<file path="config.mk">
export PLATFORM = sky130hd
export DESIGN_NAME = mem_arbiter
export DESIGN_NICKNAME = d
export VERILOG_FILES = /design/src/rtl/mem_arbiter.sv
export SDC_FILE = /design/constraint.sdc
export NUM_CORES = 1
export LEC_CHECK = 0
export ABC_AREA = 1
export ABC_CLOCK_PERIOD_IN_PS = 1630
export CORE_ASPECT_RATIO = 1.5
export CORE_MARGIN = 4
export CORE_UTILIZATION = 43
export CTS_BUF_LIST = sky130_fd_sc_hd__clkbuf_4 sky130_fd_sc_hd__clkbuf_8
export DETAILED_ROUTE_END_ITERATION = 6
export GPL_TIMING_DRIVEN = 0
export PLACE_DENSITY = 0.83
export SYNTH_ARGS = -nofsm -noshare
export SYNTH_HDL_FRONTEND = slang
export SYNTH_SLANG_ARGS = --single-unit
</file>
<file path="constraint.sdc">
create_clock -name clk -period 1.63 [get_ports clk]
set_input_delay 0.2445 -clock clk [delete_from_list [all_inputs] [get_ports clk]]
set_output_delay 0.2445 -clock clk [all_outputs]
set_load 0.1 [all_outputs]
</file>
<file path="src/rtl/mem_arbiter.sv">
// mem_arbiter: shares one physical memory port between an instruction-side
// read port and a data-side read/write port. The data side wins ties. Each
// transaction latches its address and write data at grant, so requester
// inputs may change while the transaction is in flight. Every output is
// driven from a register.
module mem_arbiter #(
  parameter int ADDR_W = 16,
  parameter int DATA_W = 16
) (
  input  logic              clk,
  input  logic              reset_n,
  input  logic [ADDR_W-1:0] i_addr,
  input  logic              i_read,
  output logic [DATA_W-1:0] i_rdata,
  output logic              i_resp,
  input  logic [ADDR_W-1:0] d_addr,
  input  logic              d_read,
  input  logic              d_write,
  input  logic [DATA_W-1:0] d_wdata,
  output logic [DATA_W-1:0] d_rdata,
  output logic              d_resp,
  output logic [ADDR_W-1:0] pmem_addr,
  output logic              pmem_read,
  output logic              pmem_write,
  output logic [DATA_W-1:0] pmem_wdata,
  input  logic [DATA_W-1:0] pmem_rdata,
  input  logic              pmem_resp
);

  typedef enum logic [1:0] {
    IDLE    = 2'd0,
    SERVE_I = 2'd1,
    SERVE_D = 2'd2
  } state_t;

  state_t            state_r, state_nxt_s;
  logic [ADDR_W-1:0] addr_r, addr_nxt_s;
  logic [DATA_W-1:0] wdata_r, wdata_nxt_s;
  logic              pmem_read_r, pmem_read_nxt_s;
  logic              pmem_write_r, pmem_write_nxt_s;
  logic              i_resp_r, i_resp_nxt_s;
  logic              d_resp_r, d_resp_nxt_s;
  logic [DATA_W-1:0] i_rdata_r, i_rdata_nxt_s;
  logic [DATA_W-1:0] d_rdata_r, d_rdata_nxt_s;
  logic              i_req_s, d_req_s;

  // A port whose response is showing this cycle has not yet had a chance
  // to drop its level request, so it is masked out of arbitration.
  always_comb begin
    i_req_s = i_read & ~i_resp_r;
    d_req_s = (d_read | d_write) & ~d_resp_r;
  end

  // Next-state and next-output logic: arbitrate in IDLE, wait for pmem_resp when serving.
  always_comb begin
    state_nxt_s      = state_r;
    addr_nxt_s       = addr_r;
    wdata_nxt_s      = wdata_r;
    pmem_read_nxt_s  = pmem_read_r;
    pmem_write_nxt_s = pmem_write_r;
    i_resp_nxt_s     = 1'b0;
    d_resp_nxt_s     = 1'b0;
    i_rdata_nxt_s    = i_rdata_r;
    d_rdata_nxt_s    = d_rdata_r;
    case (state_r)
      IDLE: begin
        pmem_read_nxt_s  = 1'b0;
        pmem_write_nxt_s = 1'b0;
        if (d_req_s) begin
          state_nxt_s = SERVE_D;
          addr_nxt_s  = d_addr;
          // A simultaneous read+write request is treated as a write.
          if (d_write) begin
            wdata_nxt_s      = d_wdata;
            pmem_write_nxt_s = 1'b1;
          end else begin
            pmem_read_nxt_s = 1'b1;
          end
        end else if (i_req_s) begin
          state_nxt_s     = SERVE_I;
          addr_nxt_s      = i_addr;
          pmem_read_nxt_s = 1'b1;
        end else begin
          state_nxt_s = IDLE;
        end
      end
      SERVE_I: begin
        if (pmem_resp) begin
          state_nxt_s      = IDLE;
          pmem_read_nxt_s  = 1'b0;
          pmem_write_nxt_s = 1'b0;
          i_resp_nxt_s     = 1'b1;
          i_rdata_nxt_s    = pmem_rdata;
        end else begin
          state_nxt_s = SERVE_I;
        end
      end
      SERVE_D: begin
        if (pmem_resp) begin
          state_nxt_s      = IDLE;
          pmem_read_nxt_s  = 1'b0;
          pmem_write_nxt_s = 1'b0;
          d_resp_nxt_s     = 1'b1;
          // Writes leave the last read data in place.
          if (pmem_read_r) begin
            d_rdata_nxt_s = pmem_rdata;
          end else begin
            d_rdata_nxt_s = d_rdata_r;
          end
        end else begin
          state_nxt_s = SERVE_D;
        end
      end
      default: begin
        state_nxt_s      = IDLE;
        pmem_read_nxt_s  = 1'b0;
        pmem_write_nxt_s = 1'b0;
      end
    endcase
  end

  // FSM state register.
  always_ff @(posedge clk or negedge reset_n) begin
    if (!reset_n) begin
      state_r <= IDLE;
    end else begin
      state_r <= state_nxt_s;
    end
  end

  // Transaction and output registers; reset aborts any transaction in flight.
  always_ff @(posedge clk or negedge reset_n) begin
    if (!reset_n) begin
      addr_r       <= {ADDR_W{1'b0}};
      wdata_r      <= {DATA_W{1'b0}};
      pmem_read_r  <= 1'b0;
      pmem_write_r <= 1'b0;
      i_resp_r     <= 1'b0;
      d_resp_r     <= 1'b0;
      i_rdata_r    <= {DATA_W{1'b0}};
      d_rdata_r    <= {DATA_W{1'b0}};
    end else begin
      addr_r       <= addr_nxt_s;
      wdata_r      <= wdata_nxt_s;
      pmem_read_r  <= pmem_read_nxt_s;
      pmem_write_r <= pmem_write_nxt_s;
      i_resp_r     <= i_resp_nxt_s;
      d_resp_r     <= d_resp_nxt_s;
      i_rdata_r    <= i_rdata_nxt_s;
      d_rdata_r    <= d_rdata_nxt_s;
    end
  end

  assign pmem_addr  = addr_r;
  assign pmem_wdata = wdata_r;
  assign pmem_read  = pmem_read_r;
  assign pmem_write = pmem_write_r;
  assign i_resp     = i_resp_r;
  assign d_resp     = d_resp_r;
  assign i_rdata    = i_rdata_r;
  assign d_rdata    = d_rdata_r;

endmodule

</file>
==> results.txt <==
WP data arrival -> 1.29 ns
fillers -> 523
vias in the first global route -> 3165
Hold Path Class -> primary input to asynchronous set/reset pin
std cell rows -> 37
yosys warns -> 0
Worst Tran Pin Value -> 0.885 ns
Die Y -> 111 um
# port buffers -> 137
most frequent cells in the layout -> nand2_1 (140), clkdlybuf4s50_1 (68), clkdlybuf4s15_2 (68)
Routed WL -> 9.05 mm
GRT Total Usage -> 0.223
Initial Util -> 0.440
CP startpoint kind -> flop
GRT overflow -> 0
vias per std cell -> 4.99
CTS H-Tree Depth -> 3
CTS tree -> built
clk sinks -> 70
Final Instance Area -> 4800 um2
DRT antenna net count -> 0
root buffer cell -> clkbuf_8
syn nets -> 423
die area -> 8450 um2
syn avg cell area -> 8.64 um2
Slew HR -> 0.410
Die Width -> 76.4 um
worst-skew pair later-pin latency -> 0.34 ns
antenna violations before repair -> 0
endpoints failing hold -> 0
Final Skew -> 0.00547 ns
gpl congestion -> 0.727
routed vias -> 2892
sequential cell area -> 1760 um2
layout cells sized above 1 -> 0.227
fin crit share -> 0.939
hold_buf cts -> 0
CTS Buffer Depth -> 2
status -> completed
DRC Markers -> 0
core area -> 6850 um2
fin cells -> 580
Worst Hold Slack -> 0.0216 ns
# diodes -> 0
most common cell after layout, fill and taps aside -> nand2_1
worst path bufs/invs -> 1
mean routed wirelength per cell -> 15.6 um
# setup viols final -> 0
delay-heaviest family, CP -> buffers and inverters
placed cells -> 564
slowest CP cell -> clkdlybuf4s15_2
number of max-cap violations -> 0
nets@finish -> 571
drt first pass iters -> 4
I/O pin count -> 138
Post-Syn Instances -> 349
Setup CP Type -> flop to output port
Synth Register Bits -> 70
Final Max Slew Viols -> 0
Clock transition at path regs -> 0.07 ns
placed wire-length estimate -> 6.57 mm
Multi-input gate area -> 1080 um2
total CTS buffers -> 9
CP Capture Type -> output port
Area after DPL -> 4490 um2
Critical Path RT -> 1.39 ns
first-pass GRT wire length -> 15.0 mm
largest net degree at the start of global routing -> 71
Worst path max stage delay -> 0.58 ns
post-route minimum period -> 1.53 ns
CP max FO -> 2
drt first-iter violations -> 118
worst-path cell chain -> clkdlybuf4s15_2
area grow syn2layout -> 59.1%
FMAX -> 653 MHz
Syn Std Cell Area -> 3020 um2
sequential share of the synthesized area -> 0.581
Yosys cell types -> 17
## kinds of logic (layout without fill, tap and decap cells)
family | Yosys count | after routing | synth area share
and+or+nand+nor | 196 | 196 | 0.281
DFF | 70 | 70 | 0.581
buffers and inverters | 44 | 197 | 0.0635
AOI/OAI and AO/OA | 35 | 35 | 0.0581
adders and majority gates | 4 | 4 | 0.0166
## cells in the mapped netlist
cell	count	area (um2)
buf_4	3	22.5
nand2_4	2	22.5
clkbuf_1	6	22.5
nand3_1	49	245
a21oi_1	3	15.0
ha_1	4	50.1
buf_6	1	11.3
inv_2	3	11.3
buf_2	6	30.0
nand3_2	1	10.0
nand2_2	1	6.26
nand3_4	2	35.0
o21ai_0	32	160
nor2_1	1	3.75
inv_1	25	93.8
nand2_1	140	526
dfrtp_1	70	1750
## per-stage QoR
step                setup WS (ns)   util  TNS [ns]
floorplan                   0.124      -         0
global placement            -2.18  0.655   -142.09
detailed placement         -0.122  0.655     -6.51
CTS                       0.00705  0.698         0
global route             -0.00590  0.701  -0.00989
finish                     0.0992  0.701         0
## worst paths after layout
kind | startpoint | endpoint | slack [ns] | depth (start not counted)
max | pmem_wdata[13]$_DFFE_PN0P_ | pmem_wdata[13] | 0.1 | 1
min | reset_n | i_rdata[14]$_DFFE_PN0P_ | 0.02 | 1
max reg2reg | state_r[1]$_DFF_PN0_ | pmem_wdata[15]$_DFFE_PN0P_ | 0.11 | 7
min reg2reg | pmem_wdata[8]$_DFFE_PN0P_ | pmem_wdata[8]$_DFFE_PN0P_ | 0.48 | 2
max in group asynchronous | reset_n | pmem_read$_DFFE_PN0P_ | 0.99 | 1
min in group clk | d_wdata[12] | pmem_wdata[12]$_DFFE_PN0P_ | 0.44 | 3
## what timing repair did
item | 4_1_cts | 5_1_grt
gates resized for setup | 206 | 13
buffers inserted | 0 | 0
endpoints found under the setup margin | 72 | 40
pin swaps | 0 | 0
## sequential cells by signal, indices dropped and copies added (netlist names)
name,count
pmem_read,1
pmem_addr,16
pmem_wdata,16
d_resp,1
d_rdata,16
i_resp,1
pmem_write,1
state_r,2
i_rdata,16
## layer usage
layer	vias to the layer above	GRT usage	part of all wire
li1	1401	-	-
met2	102	0.422	0.54
met3	22	0.0873	0.081
met5	-	0	0
met1	1367	0.213	0.36
met4	0	0.0846	0.023
## final cells by class
| type | instances | area share |
|---|---|---|
| buffer | 16 | 0.0201 |
| clock buffer | 13 | 0.0347 |
| clock inverter | 3 | 0.00886 |
| inverter | 28 | 0.0219 |
| multi-input combinational | 235 | 0.226 |
| sequential | 70 | 0.366 |
| tap | 78 | 0.0203 |
| timing repair buffer | 137 | 0.303 |
Power of run 1 is left out: the tool's default activity adds up to more than one toggle a clock period on the data nets, which glitch-free logic cannot reach.
